`src/rtl/ccff_loader_pkg.sv`:
```
// Shared types and sizing helpers for the configuration-chain bitstream loader.
package ccff_loader_pkg;

    typedef enum logic [1:0] {
        StIdle,
        StShift,
        StDone
    } state_e;

    // Shifts needed to drain one host word across all chains.
    function automatic int unsigned spw(input int unsigned word_w, input int unsigned num_chains);
        return word_w / num_chains;
    endfunction

    // Width of the slice index; never below one bit.
    function automatic int unsigned idx_w(input int unsigned slices);
        return (slices > 1) ? $clog2(slices) : 1;
    endfunction

endpackage

```
`src/rtl/ccff_bitstream_loader_if.sv`:
```
// Host-side valid/ready word stream into the loader.
interface ccff_bitstream_loader_if #(
    parameter int unsigned WORD_W = 32
) ();
    logic              s_valid;
    logic              s_ready;
    logic [WORD_W-1:0] s_data;

    modport master (output s_valid, output s_data, input s_ready);
    modport slave  (input s_valid, input s_data, output s_ready);
endinterface

```
`src/rtl/ccff_tail_capture.sv`:
```
// Collects returning ccff_tail bits into a readback word at the same slice
// positions as the outgoing data and publishes it one cycle after completion.
module ccff_tail_capture
    import ccff_loader_pkg::*;
#(
    parameter int unsigned WORD_W     = 32,
    parameter int unsigned NUM_CHAINS = 2,
    localparam int unsigned SPW       = spw(WORD_W, NUM_CHAINS),
    localparam int unsigned IDX_W     = idx_w(SPW)
) (
    input  logic                  prog_clk,
    input  logic                  prog_reset,
    input  logic                  shift,
    input  logic [IDX_W-1:0]      slice,
    input  logic [NUM_CHAINS-1:0] tail_bits,
    input  logic                  emit,
    input  logic                  clear,
    output logic                  tail_valid,
    output logic [WORD_W-1:0]     tail_data
);

    logic [SPW-1:0][NUM_CHAINS-1:0] tail_q, tail_d, merged;
    logic                           tail_valid_q;
    logic [WORD_W-1:0]              tail_data_q;

    // Merge this cycle's tail slice; restart from zero after each emitted word.
    always_comb begin
        merged = tail_q;
        if (shift) begin
            merged[slice] = tail_bits;
        end
        tail_d = merged;
        if (emit || clear) begin
            tail_d = '0;
        end
    end

    // Tail register, published word and its one-cycle valid pulse.
    always_ff @(posedge prog_clk or negedge prog_reset) begin
        if (!prog_reset) begin
            tail_q       <= '0;
            tail_valid_q <= 1'b0;
            tail_data_q  <= '0;
        end else begin
            tail_q       <= tail_d;
            tail_valid_q <= emit;
            if (emit) begin
                tail_data_q <= merged;
            end
        end
    end

    assign tail_valid = tail_valid_q;
    assign tail_data  = tail_data_q;

endmodule

```
`src/rtl/ccff_bitstream_loader.sv`:
```
// Serialises host bitstream words onto parallel ccff_head chains, gates the
// fabric prog_clk via shift_en and gathers ccff_tail readback words.
module ccff_bitstream_loader
    import ccff_loader_pkg::*;
#(
    parameter int unsigned WORD_W     = 32,
    parameter int unsigned NUM_CHAINS = 2,
    parameter int unsigned LEN_W      = 20
) (
    input  logic                    prog_clk,
    input  logic                    prog_reset,
    input  logic                    start,
    input  logic                    abort,
    input  logic [LEN_W-1:0]        cfg_len,
    ccff_bitstream_loader_if.slave  host,
    output logic [NUM_CHAINS-1:0]   ccff_head_o,
    input  logic [NUM_CHAINS-1:0]   ccff_tail_i,
    output logic                    shift_en,
    output logic                    busy,
    output logic                    done,
    output logic                    stall,
    output logic                    tail_valid,
    output logic [WORD_W-1:0]       tail_data
);

    localparam int unsigned      SPW      = spw(WORD_W, NUM_CHAINS);
    localparam int unsigned      IDX_W    = idx_w(SPW);
    localparam logic [IDX_W-1:0] LAST_IDX = IDX_W'(SPW - 1);

    state_e                         state_q, state_d;
    logic                           buf_valid_q, buf_valid_d;
    logic [SPW-1:0][NUM_CHAINS-1:0] buf_q, buf_d;
    logic [IDX_W-1:0]               slice_q, slice_d;
    logic [LEN_W-1:0]               remaining_q, remaining_d;

    logic shift, last_slice, final_shift, word_end, ready, accept;

    // Shift qualification and the zero-bubble refill window.
    always_comb begin
        shift       = (state_q == StShift) && buf_valid_q && !abort;
        last_slice  = (slice_q == LAST_IDX);
        final_shift = shift && (remaining_q == LEN_W'(1));
        word_end    = shift && last_slice;
        ready       = !abort && (state_q == StShift)
                      && (!buf_valid_q || (word_end && (remaining_q > LEN_W'(1))));
        accept      = host.s_valid && ready;
    end

    // Next-state logic for FSM, word buffer and counters; abort overrides all.
    always_comb begin
        state_d     = state_q;
        buf_valid_d = buf_valid_q;
        buf_d       = buf_q;
        slice_d     = slice_q;
        remaining_d = remaining_q;
        if (abort) begin
            state_d     = StIdle;
            buf_valid_d = 1'b0;
            buf_d       = '0;
            slice_d     = '0;
            remaining_d = '0;
        end else begin
            unique case (state_q)
                StIdle: begin
                    if (start) begin
                        if (cfg_len != '0) begin
                            state_d     = StShift;
                            remaining_d = cfg_len;
                        end else begin
                            state_d = StDone;
                        end
                    end
                end
                StShift: begin
                    if (shift) begin
                        remaining_d = remaining_q - LEN_W'(1);
                        slice_d     = slice_q + IDX_W'(1);
                        // Leftover slices of a partial last word are dropped.
                        if (final_shift) begin
                            state_d     = StDone;
                            buf_valid_d = 1'b0;
                            buf_d       = '0;
                            slice_d     = '0;
                        end else if (last_slice) begin
                            buf_valid_d = 1'b0;
                            slice_d     = '0;
                        end
                    end
                    if (accept) begin
                        buf_valid_d = 1'b1;
                        buf_d       = host.s_data;
                    end
                end
                StDone: begin
                    state_d = StIdle;
                end
                default: begin
                    state_d = StIdle;
                end
            endcase
        end
    end

    // State, buffer and counter registers.
    always_ff @(posedge prog_clk or negedge prog_reset) begin
        if (!prog_reset) begin
            state_q     <= StIdle;
            buf_valid_q <= 1'b0;
            buf_q       <= '0;
            slice_q     <= '0;
            remaining_q <= '0;
        end else begin
            state_q     <= state_d;
            buf_valid_q <= buf_valid_d;
            buf_q       <= buf_d;
            slice_q     <= slice_d;
            remaining_q <= remaining_d;
        end
    end

    // Head data follows the buffer directly so it lines up with shift_en.
    always_comb begin
        ccff_head_o = shift ? buf_q[slice_q] : '0;
    end

    assign host.s_ready = ready;
    assign shift_en     = shift;
    assign busy         = (state_q == StShift);
    assign stall        = (state_q == StShift) && !buf_valid_q;
    assign done         = (state_q == StDone) && !abort;

    ccff_tail_capture #(
        .WORD_W    (WORD_W),
        .NUM_CHAINS(NUM_CHAINS)
    ) u_tail_capture (
        .prog_clk  (prog_clk),
        .prog_reset(prog_reset),
        .shift     (shift),
        .slice     (slice_q),
        .tail_bits (ccff_tail_i),
        .emit      (word_end || final_shift),
        .clear     (abort),
        .tail_valid(tail_valid),
        .tail_data (tail_data)
    );

endmodule
```
`src/flat_wrapper.sv`:
```
// flat-port wrapper written by rule: the top's interface ports become plain ports
module ccff_bitstream_loader_flat import ccff_loader_pkg::*;
#(
    parameter int unsigned WORD_W     = 32,
    parameter int unsigned NUM_CHAINS = 2,
    parameter int unsigned LEN_W      = 20
)
  (prog_clk, prog_reset, start, abort, cfg_len, ccff_head_o, ccff_tail_i, shift_en, busy, done, stall, tail_valid, tail_data, host_s_valid, host_s_data, host_s_ready);
  ccff_bitstream_loader_if #(.WORD_W(WORD_W)) host_i ();
  input  logic prog_clk;
  input  logic prog_reset;
  input  logic start;
  input  logic abort;
  input  logic [LEN_W-1:0] cfg_len;
  output logic [NUM_CHAINS-1:0] ccff_head_o;
  input  logic [NUM_CHAINS-1:0] ccff_tail_i;
  output logic shift_en;
  output logic busy;
  output logic done;
  output logic stall;
  output logic tail_valid;
  output logic [WORD_W-1:0] tail_data;
  input wire logic [$bits(host_i.s_valid)-1:0] host_s_valid;
  input wire logic [$bits(host_i.s_data)-1:0] host_s_data;
  output wire logic [$bits(host_i.s_ready)-1:0] host_s_ready;
  assign host_i.s_valid = host_s_valid;
  assign host_i.s_data = host_s_data;
  assign host_s_ready = host_i.s_ready;
  ccff_bitstream_loader #(.WORD_W(WORD_W), .NUM_CHAINS(NUM_CHAINS), .LEN_W(LEN_W)) u_core (.prog_clk(prog_clk), .prog_reset(prog_reset), .start(start), .abort(abort), .cfg_len(cfg_len), .host(host_i), .ccff_head_o(ccff_head_o), .ccff_tail_i(ccff_tail_i), .shift_en(shift_en), .busy(busy), .done(done), .stall(stall), .tail_valid(tail_valid), .tail_data(tail_data));
endmodule
```
`config.mk`:
```
export PLATFORM = sky130hd
export DESIGN_NAME = ccff_bitstream_loader_flat
export DESIGN_NICKNAME = d
export VERILOG_FILES = /design/src/rtl/ccff_loader_pkg.sv /design/src/rtl/ccff_bitstream_loader_if.sv /design/src/rtl/ccff_tail_capture.sv /design/src/rtl/ccff_bitstream_loader.sv /design/src/flat_wrapper.sv
export SDC_FILE = /design/constraint.sdc
export NUM_CORES = 1
export LEC_CHECK = 0
export CAP_MARGIN = 5
export CORE_ASPECT_RATIO = 2
export CORE_UTILIZATION = 48
export CTS_BUF_LIST = sky130_fd_sc_hd__clkbuf_2
export CTS_CLUSTER_SIZE = 40
export DETAILED_ROUTE_END_ITERATION = 8
export GPL_ROUTABILITY_DRIVEN = 0
export PLACE_DENSITY = 0.69
export SLEW_MARGIN = 5
export SYNTH_ARGS = -nofsm -noshare
export SYNTH_HDL_FRONTEND = slang
export SYNTH_SLANG_ARGS = --single-unit
```
`constraint.sdc`:
```
create_clock -name prog_clk -period 3 [get_ports prog_clk]
set_input_delay 0.3 -clock prog_clk [delete_from_list [all_inputs] [get_ports prog_clk]]
set_output_delay 0.3 -clock prog_clk [all_outputs]
set_load 0.05 [all_outputs]
```
==> results of run 1 <==
-- power by group through the flow --
stage / Combinational (W) / Sequential, W / Clock, W
floorplan: 0.000322 / 0.00185 / 0
global placement: 0.000626 / 0.00180 / 0
detailed placement: 0.000634 / 0.00181 / 0
CTS: 0.000640 / 0.00178 / 0.00114
global route: 0.000699 / 0.00178 / 0.00121
finish: 0.000648 / 0.00178 / 0.00111
-- logic make-up (layout without fill, tap and decap cells) --
family / Yosys count / in the layout / synth area share
and+or+nand+nor: 177 / 177 / 0.146
AOI/OAI and AO/OA: 159 / 159 / 0.180
DFF: 124 / 124 / 0.522
buffers and inverters: 57 / 167 / 0.0484
muxes: 42 / 42 / 0.0917
adders and majority gates: 6 / 6 / 0.0126
other: 0 / 1 / 0
-- per-stage QoR --
| step | total power, W | hold slack, ps |
|---|---|---|
| CTS | 0.00355 | 88.9 |
| finish | 0.00354 | 132 |
| detailed placement | 0.00244 | 197 |
| global route | 0.00370 | 131 |
| global placement | 0.00243 | 191 |
| floorplan | 0.00217 | 4.41 |
-- worst max-delay path by stage --
stage,end,slack [ps],from
finish,u_core.buf_q[29]$_DFFE_PN0P_,60,u_core.remaining_q[15]$_DFFE_PN0P_
global route,u_core.buf_q[12]$_DFFE_PN0P_,-60,u_core.remaining_q[15]$_DFFE_PN0P_
CTS,host_s_ready,4,u_core.state_q[1]$_DFFE_PN0P_
detailed placement,u_core.buf_q[29]$_DFFE_PN0P_,30,u_core.remaining_q[14]$_DFFE_PN0P_
global placement,u_core.buf_q[21]$_DFFE_PN0P_,80,u_core.remaining_q[14]$_DFFE_PN0P_
floorplan,host_s_ready,410,u_core.state_q[0]$_DFFE_PN0P_
-- final cells by class --
class / count / area [sq um] / share of cell area
Sequential cell: 124 / 3100 / 0.421
Antenna cell: 1 / 2.50 / 0.000340
Clock buffer: 21 / 105 / 0.0143
Timing Repair Buffer: 120 / 1200 / 0.163
Tap cell: 147 / 184 / 0.0250
Inverter: 15 / 56.3 / 0.00765
Clock inverter: 11 / 144 / 0.0195
Multi-Input combinational cell: 384 / 2570 / 0.349
-- cell usage after synthesis, types with 3 or more instances --
| library cell | n |
|---|---|
| a211oi_1 | 3 |
| clkbuf_1 | 23 |
| or3_1 | 5 |
| or2_2 | 4 |
| inv_1 | 14 |
| o31a_1 | 4 |
| o41ai_1 | 3 |
| mux4_2 | 10 |
| nor2b_1 | 3 |
| nand3_1 | 18 |
| o21a_1 | 3 |
| ha_1 | 6 |
| buf_6 | 7 |
| nor4_1 | 7 |
| nor2_1 | 46 |
| nand2b_1 | 4 |
| nand2_1 | 32 |
| nor3_1 | 38 |
| nand4_1 | 7 |
| a22o_1 | 33 |
| o32ai_1 | 5 |
| o31ai_1 | 5 |
| o21ai_0 | 25 |
| buf_2 | 8 |
| dfrtp_1 | 124 |
| a21oi_1 | 61 |
| mux2i_1 | 32 |
| and2_1 | 4 |
| buf_4 | 3 |
-- what timing repair did --
action	in CTS	in global routing
buffers inserted	0	2
endpoints found under the setup margin	20	35
pin swaps	2	13
endpoints found under the hold margin	124	0
hold buffers	2	0
resized for setup	2	4
-- routing by layer --
layer  routed length (um)  GRT usage
met5                    0          0
met3                  738     0.0516
met2                 8400      0.439
met4                  458      0.104
met1                 6120      0.312
-- state kept, by name (all words and copies together), names as in the netlist --
| signal | flops |
|---|---|
| u_core.buf_q | 32 |
| u_core.buf_valid_q | 1 |
| u_core.remaining_q | 20 |
| u_core.slice_q | 4 |
| u_core.state_q | 2 |
| u_core.u_tail_capture.tail_data | 32 |
| u_core.u_tail_capture.tail_q | 32 |
| u_core.u_tail_capture.tail_valid | 1 |
-- worst min-delay path, cell delays in order --
cell and delay, ps:
dlygate4sd3_1 520, buf_4 140, buf_12 280
==> summary.md, run 1 <==
| Metric | Value |
|---|---|
| Cell count after synthesis | `around 570` |
| Largest net degree at the start of global routing | `approximately 60` |
| Fin util | `0.607` |
| Slew HR | `0.133` |
| DIE HEIGHT | `159 um` |
| Final period utilization | `0.980` |
| Total CTS buffers | `17` |
| Logic pwr share | `0.183` |
| Post-DP HPWL | `10,800 um` |
| Worst-skew pair later-pin latency | `690 ps` |
| All-layer global routing usage | `0.258` |
| Net Count, Synth | `630` |
| Commonest non-fill, non-tap cell in the layout | `dfrtp_1` |
| First-pass GRT wire length | `25,200 um` |
| IO Count | `99` |
| Initial Util | `0.491` |
| Synth unique cells | `51` |
| Sequential share of the synthesized area | `0.522` |
| FMAX | `340 MHz` |
| Switching power | `around 0.0011 W` |
| Clk slew on worst S/H paths | `~200 ps` |
| Root Buffer | `clkbuf_2` |
| Vias in the first global route | `just over 5,000` |
| Layout area overhead | `23.8%` |
| # setup viols final | `0` |
| Critical Path Stages | `5` |
| Final worst slack | `59.2 ps` |
| DRT Pass-1 Iters | `5` |
| CP max stage delay | `1050 ps` |
| Slew at the pin with the worst max-slew slack | `1300 ps` |
| Buffers & Inverters on Critical Path | `0` |
| Post-synth top area share | `0.522` |
| Hold Crit Class | `in -> async` |
| Design area | `0.00736 sq mm` |
| Sw Share | `0.302` |
| Syn Area/Cell | `10.5 sq um` |
| Largest area contributor in the synthesized netlist | `dfrtp_1` |
| Final setup TNS | `0 ps` |
| Fin crit period | `2940 ps` |
| FF-to-FF Start | `u_core.remaining_q[15]$_DFFE_PN0P_` |
| Final non-filler cell total | `between 800 and 900` |
| Crit path kind | `reg -> reg` |
| Vias/cell | `6.01` |
| Most frequent cells in the layout | `124 x dfrtp_1, 90 x clkdlybuf4s50_1, 60 x a21oi_1` |
| Reg2reg end | `u_core.buf_q[29]$_DFFE_PN0P_` |
| CP required | `3600 ps` |
| Fin nets | `between 700 and 800` |
| Die width | `80.7 um` |
| Largest cells by area after synthesis | `dfrtp_1 52%, mux2i_1 5.4%, a21oi_1 5.1%, a22o_1 4.9%, mux4_2 3.8%` |
| Largest fanout on the critical path | `32` |
| Cell internal pwr | `0.00247 W` |
| Core Rows | `57` |
| Remaining antenna violation count | `0` |
| Post-Place Cell Area | `0.00705 sq mm` |
| CORE AREA | `0.0121 sq mm` |
| Reg power frac | `0.503` |
| H-tree depth | `4` |
| Status | `complete, no violations` |
| Fillers | `around 1,000` |
| Final hold violations | `0` |
| Yosys warnings | `0` |
| GRT overflow | `0` |
| Cell Pwr Density | `between 400 and 500 mW/mm^2` |
| Critical Path Start Type | `register` |
| Crit path max-delay family | `compound AO/OA/AOI/OAI gates` |
| Post-synth EDFFs | `0` |
| FF-to-FF path depth | `5` |
| DRT Wirelength | `~16,000 um` |
| Synth Register Bits | `124` |
| CTS tree | `done` |
| Top FF cell, synth | `dfrtp_1` |
| Crit. End Element | `register` |
| Arrival time worst endpoint | `around 3500 ps` |
| Initial drt markers | `334` |
| Setup slack at placement | `27.5 ps` |
| Mapped cell area | `0.00595 sq mm` |
| Port bufs | `98` |
| Clock Power Share | `0.314` |
| Final Max Tran Viols | `0` |
| # clock sinks | `approximately 120` |
| Peak supply drop | `about 0.00034 V` |
| CTS max path bufs | `2` |
| Layout cells sized above 1 | `0.117` |
| Post-route DRC violation count | `0` |
| Post-Route Skew | `43.7 ps` |
| Crit-path slowest cell | `a221oi_4` |
| Crit-path cells | `or4_4, nor4_4, a311oi_2, a221oi_4, a22o_1` |
| Initial antenna violation count | `1` |
| Max-Cap Viols | `0` |
| Via count | `roughly 4,900` |
| Placed insts | `786` |
| Setup repair after global routing missed its margin | `yes` |
| DR WL/cell | `between 15 and 20 um` |
| Post-synth ARST share | `1.00` |
| Pleak | `3.45 nW` |
| Setup slack, reg-to-reg | `60 ps` |
| Die area | `~0.013 sq mm` |
Note: power is estimated with default switching activity, not from simulation.
==> inputs of run 2 (changes only) <==
--- a/config.mk
+++ b/config.mk
@@ -5,6 +5,7 @@
 export SDC_FILE = /design/constraint.sdc
 export NUM_CORES = 1
 export LEC_CHECK = 0
+export ABC_CLOCK_PERIOD_IN_PS = 3000
 export CAP_MARGIN = 5
 export CORE_ASPECT_RATIO = 2
 export CORE_UTILIZATION = 48
==> results of run 2 <==
Same layout as run 1: the final DEF is identical, and so are final timing and power.
